**config.mk**
```make
export PLATFORM = sky130hd
export DESIGN_NAME = fas_mw_arbiter
export DESIGN_NICKNAME = d
export VERILOG_FILES = /design/src/rtl/fas_mw_arbiter.sv
export SDC_FILE = /design/constraint.sdc
export NUM_CORES = 1
export LEC_CHECK = 0
export BUFFER_PORTS_ARGS = -buffer_cell sky130_fd_sc_hd__buf_2
export CELL_PAD_IN_SITES_DETAIL_PLACEMENT = 0
export CELL_PAD_IN_SITES_GLOBAL_PLACEMENT = 1
export CORE_ASPECT_RATIO = 1.75
export CORE_UTILIZATION = 36
export DETAILED_ROUTE_END_ITERATION = 8
export PLACE_DENSITY = 0.86
export SYNTH_ARGS = -nofsm -noshare
export SYNTH_HDL_FRONTEND = slang
export SYNTH_SLANG_ARGS = --single-unit
```
**constraint.sdc**
```tcl
create_clock -name clk -period 4.25 [get_ports clk]
set_input_delay 0.85 -clock clk [delete_from_list [all_inputs] [get_ports clk]]
set_output_delay 0.85 -clock clk [all_outputs]
set_load 0.1 [all_outputs]
```
**src/rtl/fas_mw_arbiter.sv**
```systemverilog
// Two-requester 64-bit add/subtract unit: arbitrates between requesters, then
// runs each operation as two 32-bit passes through one shared FAS_32bit slice.

module FAS_32bit (
    input  logic [31:0] a,
    input  logic [31:0] b,
    input  logic        sub,
    input  logic        bcin,
    output logic [31:0] r,
    output logic        cout,
    output logic        bout
);
    logic [32:0] sum_s;
    logic [32:0] dif_s;

    // 33-bit add and subtract; bit 32 is carry-out or borrow-out respectively
    always_comb begin
        sum_s = {1'b0, a} + {1'b0, b} + {32'd0, bcin};
        dif_s = {1'b0, a} - {1'b0, b} - {32'd0, bcin};
        if (sub) begin
            r = dif_s[31:0];
        end else begin
            r = sum_s[31:0];
        end
        cout = sum_s[32];
        bout = dif_s[32];
    end
endmodule

module fas_mw_arbiter #(
    parameter int unsigned RR_EN = 32'd1
) (
    input  logic        clk,
    input  logic        rst_n,
    input  logic        req0_valid,
    output logic        req0_ready,
    input  logic        req0_op,
    input  logic [63:0] req0_a,
    input  logic [63:0] req0_b,
    input  logic        req1_valid,
    output logic        req1_ready,
    input  logic        req1_op,
    input  logic [63:0] req1_a,
    input  logic [63:0] req1_b,
    output logic        rsp_valid,
    input  logic        rsp_ready,
    output logic        rsp_id,
    output logic [63:0] rsp_result,
    output logic        rsp_cb,
    output logic        rsp_ovf,
    output logic        rsp_zero,
    output logic        busy
);
    typedef enum logic [1:0] {
        IDLE = 2'd0,
        LO   = 2'd1,
        HI   = 2'd2,
        DONE = 2'd3
    } state_t;

    state_t      state_q, state_d;
    logic        ptr_q, ptr_d;
    logic        op_q, op_d;
    logic        id_q, id_d;
    logic [63:0] a_q, a_d;
    logic [63:0] b_q, b_d;
    logic [31:0] lo_q, lo_d;
    logic        c_q, c_d;
    logic [63:0] result_q, result_d;
    logic        cb_q, cb_d;
    logic        ovf_q, ovf_d;
    logic        zero_q, zero_d;

    logic        grant_s;
    logic        req0_ready_s;
    logic        req1_ready_s;
    logic [31:0] fas_a_s;
    logic [31:0] fas_b_s;
    logic        fas_bcin_s;
    logic [31:0] fas_r_s;
    logic        fas_cout_s;
    logic        fas_bout_s;
    logic        fas_cb_s;
    logic [63:0] full_r_s;

    function automatic logic ovf_calc(input logic sub, input logic a_msb,
                                      input logic b_msb, input logic r_msb);
        if (sub) begin
            return (a_msb != b_msb) && (r_msb != a_msb);
        end else begin
            return (a_msb == b_msb) && (r_msb != a_msb);
        end
    endfunction

    FAS_32bit u_fas (
        .a    (fas_a_s),
        .b    (fas_b_s),
        .sub  (op_q),
        .bcin (fas_bcin_s),
        .r    (fas_r_s),
        .cout (fas_cout_s),
        .bout (fas_bout_s)
    );

    // Next-state, grant and datapath sequencing for the two-word operation
    always_comb begin
        state_d      = state_q;
        ptr_d        = ptr_q;
        op_d         = op_q;
        id_d         = id_q;
        a_d          = a_q;
        b_d          = b_q;
        lo_d         = lo_q;
        c_d          = c_q;
        result_d     = result_q;
        cb_d         = cb_q;
        ovf_d        = ovf_q;
        zero_d       = zero_q;
        req0_ready_s = 1'b0;
        req1_ready_s = 1'b0;
        grant_s      = 1'b0;
        fas_cb_s     = op_q ? fas_bout_s : fas_cout_s;
        full_r_s     = {fas_r_s, lo_q};

        // The high pass reuses the slice with the low-word carry/borrow chained in
        if (state_q == HI) begin
            fas_a_s    = a_q[63:32];
            fas_b_s    = b_q[63:32];
            fas_bcin_s = c_q;
        end else begin
            fas_a_s    = a_q[31:0];
            fas_b_s    = b_q[31:0];
            fas_bcin_s = 1'b0;
        end

        case (state_q)
            IDLE: begin
                if (rst_n && (req0_valid || req1_valid)) begin
                    if (req0_valid && req1_valid) begin
                        grant_s = (RR_EN != 32'd0) ? ptr_q : 1'b0;
                    end else begin
                        grant_s = req1_valid;
                    end
                    req0_ready_s = ~grant_s;
                    req1_ready_s = grant_s;
                    id_d         = grant_s;
                    op_d         = grant_s ? req1_op : req0_op;
                    a_d          = grant_s ? req1_a  : req0_a;
                    b_d          = grant_s ? req1_b  : req0_b;
                    state_d      = LO;
                end else begin
                    state_d = IDLE;
                end
            end
            LO: begin
                lo_d    = fas_r_s;
                c_d     = fas_cb_s;
                state_d = HI;
            end
            HI: begin
                result_d = full_r_s;
                cb_d     = fas_cb_s;
                ovf_d    = ovf_calc(op_q, a_q[63], b_q[63], fas_r_s[31]);
                zero_d   = (full_r_s == 64'd0);
                state_d  = DONE;
            end
            DONE: begin
                if (rsp_ready) begin
                    ptr_d   = ~id_q;
                    state_d = IDLE;
                end else begin
                    state_d = DONE;
                end
            end
            default: begin
                state_d = IDLE;
            end
        endcase
    end

    // State and datapath registers with synchronous active-low reset
    always_ff @(posedge clk) begin
        if (!rst_n) begin
            state_q  <= IDLE;
            ptr_q    <= 1'b0;
            op_q     <= 1'b0;
            id_q     <= 1'b0;
            a_q      <= 64'd0;
            b_q      <= 64'd0;
            lo_q     <= 32'd0;
            c_q      <= 1'b0;
            result_q <= 64'd0;
            cb_q     <= 1'b0;
            ovf_q    <= 1'b0;
            zero_q   <= 1'b0;
        end else begin
            state_q  <= state_d;
            ptr_q    <= ptr_d;
            op_q     <= op_d;
            id_q     <= id_d;
            a_q      <= a_d;
            b_q      <= b_d;
            lo_q     <= lo_d;
            c_q      <= c_d;
            result_q <= result_d;
            cb_q     <= cb_d;
            ovf_q    <= ovf_d;
            zero_q   <= zero_d;
        end
    end

    assign req0_ready = req0_ready_s;
    assign req1_ready = req1_ready_s;
    assign rsp_valid  = (state_q == DONE);
    assign busy       = (state_q != IDLE);
    assign rsp_id     = id_q;
    assign rsp_result = result_q;
    assign rsp_cb     = cb_q;
    assign rsp_ovf    = ovf_q;
    assign rsp_zero   = zero_q;
endmodule

```
### Yosys cells after proc, flatten, opt, wreduce, memory -nomap -nowiden

Index checks and enable logic that the tools add are counted.

* register bits after elaboration: 233
* bits in latches: 0
* bits in writable memories: 0
* bits in read-only memories: 0
* output and inout port bits: 72
* logic and storage cells: 53
* memories kept: 0

* $add $sub $neg: 4
* multiply operators: 0
* divide/modulo/power cells: 0
* magnitude comparators: 0
* equal/unequal tests: 6
* shift operators: 0
* mux-type cells: 19
* bitwise logic cells: 2
* reductions and logical operators: 10

Operator list (count)
* $mux 64: 2
* $mux 32: 3
* $logic_not 64->1: 1
* $add 32x32->33: 1
* $add 33x1->33: 1
* $sub 32x32->33: 1
* $sub 33x1->33: 1
* $mux 1: 12
* $pmux 2 s4: 1
* $eq 2x2->1 const B: 2
* $logic_and 1x1->1: 4
* $reduce_and 2->1: 2
* $eq 2x1->1 const B: 1
* $logic_not 2->1: 1
* $mux 2: 1
* $ne 1x1->1: 2
* $not 1->1: 2
* $reduce_bool 2->1: 1
* $eq 1x1->1: 1
* $logic_or 1x1->1: 1

### Logic depth before layout (Yosys ltp)

* depth in word-level cells: 8
* gate-level depth with buffers: 21
* gate-level depth less buffers: 17

### Modules after synthesis

Synthesis repeated with hierarchy kept, for this count alone.

* cells, all modules: 1896
* area total of the unflattened synthesis: 14490.1 sq um

By module, submodules not included
* fas_mw_arbiter: times used 1, cells each 1267, area an instance 10161.0 sq um
* FAS_32bit: times used 1, cells each 629, area an instance 4329.2 sq um

### Worst setup path after synthesis

Ideal clock, no wire load.

* kind: register to register
* start: register state_q[1]
* end: register ovf_q, in the netlist rsp_ovf
* arrival: 4300 ps
* data required time: 4175 ps
* path slack: -124 ps
* cell stages (with the launch flop): 19
* buffers on the path: 4
* clock period less this slack: 4374 ps
* cell sequence: dfxtp_1 > nor2b_1 > buf_2 > clkbuf_1 > clkbuf_1 > nand2_1 > nand2_1 > ha_1 > ha_1 > clkbuf_1 > nand4_1 > or4_1 > o2111ai_1 > a21boi_0 > a21oi_1 > o22ai_1 > or2_1 > or3_1 > a31oi_1

* word-level cells in the longest chain between the ends: 8
* elaborated cells on any way between the ends: 13
* classes of those cells: add/sub: 4; eq/ne: 2; mux: 5; reduce/logical: 2

Ends and longest elaborated chain
* from (decl): RTL line 61 `state_t state_q, state_d;`
* from (signal assigned): RTL line 197 `state_q <= state_d;`
* $eq 2x2->1 (*): RTL line 126, 136
* $mux 32: RTL line 126 `if (state_q == HI) begin`
* $add 32x32->33 / $sub 32x32->33 (equally long branches): RTL line 18, 19
* $add 33x1->33 / $sub 33x1->33 (equally long branches): RTL line 18, 19
* $mux 32: RTL line 20 `if (sub) begin`
* $ne 1x1->1: RTL line 89, 91
* $logic_and 1x1->1 (on tied branches): RTL line 91, 89
* $mux 1: RTL line 88 `if (sub) begin`
* to (signal assigned): RTL line 207 `ovf_q <= ovf_d;`
* to (decl): RTL line 71 `logic ovf_q, ovf_d;`

Every way passes the cells marked *; elsewhere a longest branch is shown, timed or not.
A chain may end at the register's enable or synchronous reset.

### Worst setup path in the final report

Ends and elaborated chain as after synthesis.

==> results.txt <==
max_slew headroom: 23.28%
minimum clock period: 4.107 ns
Stages on worst setup path: 18
Yosys cell types: 75
Pleak: 8.987 nW
Critical Path Sink: rsp_ovf
Crit path max-delay family: simple AND/OR/NAND/NOR gates
Initial Util: 36.52%
largest cells by area after synthesis: dfxtp_1 31%, mux2i_1 9.8%, a211oi_1 9.3%, nand2_1 8.1%, ha_1 7.6%
Worst EP required: 4.71 ns
cells along the critical path: nor2b_4 > buf_12 > clkbuf_16 > buf_4 > buf_4 > nand2_1 > nand2_1 > ha_1 > buf_4 > nand4_1 > a2111o_1 > and4b_2 > o41a_1 > o21ai_2 > mux2i_1 > or2_4 > or3_1 > a31oi_1
clk sinks: 233
RSZ-0062 raised after global routing: yes
maximum clock insertion buffer count: 3
Hold-fix buffers, CTS: 0
Layout Nets: 2676
WL final: 50400 µm
CTS root buffer: clkbuf_16
area delta synth->final: 28.46%
Crit. End Element: flip-flop
largest net degree at the start of global routing: 259
H-tree lvl count: 1
DP Worst Slack: -0.2243 ns
GRT Util Overall: 22.79%
via count: 14902
Slew @ Worst Pin: 1.151 ns
slowest cell on the critical path: a2111o_1
DP HPWL: 39250 µm
Reg2Reg Setup Slack: 0.14 ns
height of the die: 271.6 µm
gp weighted congestion: 0.9159
pwr dens: 552.2 nW/µm²
First-pass DRT Iterations: 5
1st-iter DRT viols: 697
RR Endpoint: rsp_ovf
CORE AREA: 40950 µm²
syn nets: 2295
port bufs: 334
Worst EP arrival: 4.57 ns
Hold Crit Class: reg2reg
total grt overflow: 0
vias in the first global route: 14128
IO Pins: 335
Mean Syn Cell Area: 7.722 µm²
Max FO, Critical Path: 8
DRC Markers: 0
DIE WIDTH: 156.1 µm
Register-to-Register Path Depth: 18
sequential fraction of the synthesis area: 31.19%
CP Launch Point: state_q[1]
Max Cap Violations: 0
CTS tree: yes
fin worst setup slack: 0.1431 ns
most used flip-flop cell after synthesis: dfxtp_1
Max Slew Vio Count: 0
initial antenna violation count: 2
CTS clk-pin slew, worst paths: 0.07 ns
cell mode on critical path: buf_4
Synth Instances: 1937
Hold Violations, Final: 0
WS Path Type: reg2reg
Worst Skew: 0.01522 ns
FF+latch count, synth: 233
Reg-to-Reg Start: state_q[1]
status: completed
Clock Latency Late Sink: 0.53 ns
share of synthesized registers carrying an async set or reset: 0%
Max Clk Rate: 0.2435 GHz
CP peak stage delay: 0.45 ns
Worst VDD drop: 0.2511 mV
Yosys top cell area share: 31.19%
share of post-route cells with drive strength above 1: 25.85%
Post-Syn Area: 14960 µm²
EDFF count, synth: 0
Setup Viol. Count Final: 0
first-pass GRT wire length: 76290 µm
Routed wire per std cell: 17.48 µm
CTS Buf Count: 23
die area: 42400 µm²
startpoint types: flip-flop
final period utilization: 96.63%
Syn. warnings: 0
Routed Antenna Nets: 0
Final Util: 46.91%
buffers plus inverters on the worst setup path: 5
Synth area leader: dfxtp_1
vias per cell: 5.167
row count: 98
-- stage by stage --
step | instance area (µm²) | total power (W) | TNS [ns] | hold slack (ns) | std cells
global placement | 17930 | 0.008142 | -0.2812 | 0.4413 | 2820
CTS | 18720 | 0.01029 | 0 | 0.4517 | 2860
global route | 19210 | 0.01127 | -0.09443 | 0.4674 | 2884
floorplan | 14960 | 0.006173 | -0.04965 | 0.4373 | 1937
finish | 19210 | 0.01061 | 0 | 0.4487 | 2884
detailed placement | 17930 | 0.008174 | -0.6305 | 0.4430 | 2820
-- registers in the layout, summed over array words and instances (netlist names), 2 cells and up --
register and count:
state_q 2, b_q 64, rsp_result 64, lo_q 32
a_q 64
-- synth_stat cells, drive strengths merged, types with 19 or more instances --
| cell | number |
|---|---|
| nor3 | 21 |
| o21ai | 45 |
| a211oi | 185 |
| nand3 | 28 |
| clkbuf | 127 |
| inv | 83 |
| nand4 | 19 |
| nor2 | 240 |
| ha | 91 |
| a21oi | 107 |
| dfxtp | 233 |
| mux2i | 147 |
| a21o | 27 |
| nand2 | 324 |
-- final cells by class --
cell class	count	area, µm²
antenna	1	2.502
sequential	233	4671
timing repair buffer	492	3009
tap	550	688.2
clock buffer	33	673.1
fill	4214	21740
multi-input combinational	1485	9786
inverter	83	316.6
clock inverter	7	67.56
-- routing by layer --
| metal | track usage [%] | wire [µm] | vias to the layer above |
|---|---|---|---|
| li1 | - | - | 7641 |
| met1 | 28.20 | 21530 | 6770 |
| met2 | 41.09 | 25260 | 409 |
| met3 | 1.341 | 1781 | 80 |
| met4 | 8.153 | 1808 | 2 |
| met5 | 0 | 13 | - |
-- cell usage in the layout, fill, tap and decap left out, drive strengths merged, types with 8 or more instances in the layout --
master  Yosys  layout
inv        83      85
o21ai      45      45
nand4      19      19
and2       13      13
nor3       21      21
mux2i     147     147
o211ai      8       8
o31ai       8       8
a31oi      11      11
a211oi    185     185
o21bai     10      10
nor2      240     240
ha         91      91
nand2     324     324
a21o       27      27
dfxtp     233     233
nand3      28      28
o21a       17      17
xor2       13      13
nor4       11      11
or3        15      15
nand2b     10      11
clkbuf    127      36
and3       16      16
xnor2      18      18
buf        10     489
a21oi     107     107
-- report_power, final --
part           internal, W  total (W)  switching, W
sequential         0.00247    0.00265      0.000187
combinational      0.00235    0.00591       0.00356
clock              0.00116    0.00204      0.000882
-- kinds of logic (layout without fill, tap and decap cells) --
group / after synthesis / after routing / share of synthesized area (%)
and+or+nand+nor: 729 / 730 / 20.92
AOI/OAI and AO/OA: 479 / 479 / 22.31
DFF: 233 / 233 / 31.19
buffers and inverters: 220 / 615 / 5.555
muxes: 150 / 150 / 10.06
adders and majority gates: 95 / 95 / 8.148
xor gates and xnor gates: 31 / 31 / 1.815
other: 0 / 1 / 0
-- repair_timing --
item / in CTS / in global routing
setup endpoints to repair: 6 / 16
gates cloned: 0 / 4
resized for setup: 10 / 60
buffers inserted: 0 / 19
pin swaps: 0 / 18
-- tightest hold or removal path: cells and delay by family, from the launching register on --
kind	cells	cell delay (ns)
and+or+nand+nor	1	0.05
DFF	1	0.30
AOI/OAI and AO/OA	1	0.05
-- how the worst min path moves through the flow --
stage	from	end	cells past startpoint
after floorplan	c_q	c_q	2
after global placement	rsp_result[28]	rsp_result[28]	2
after detailed placement	rsp_result[16]	rsp_result[16]	2
after CTS	rsp_result[16]	rsp_result[16]	2
after global routing	rsp_result[19]	rsp_result[19]	2
final	rsp_result[4]	rsp_result[4]	2
No activity file was read; power rests on OpenSTA's default activity.
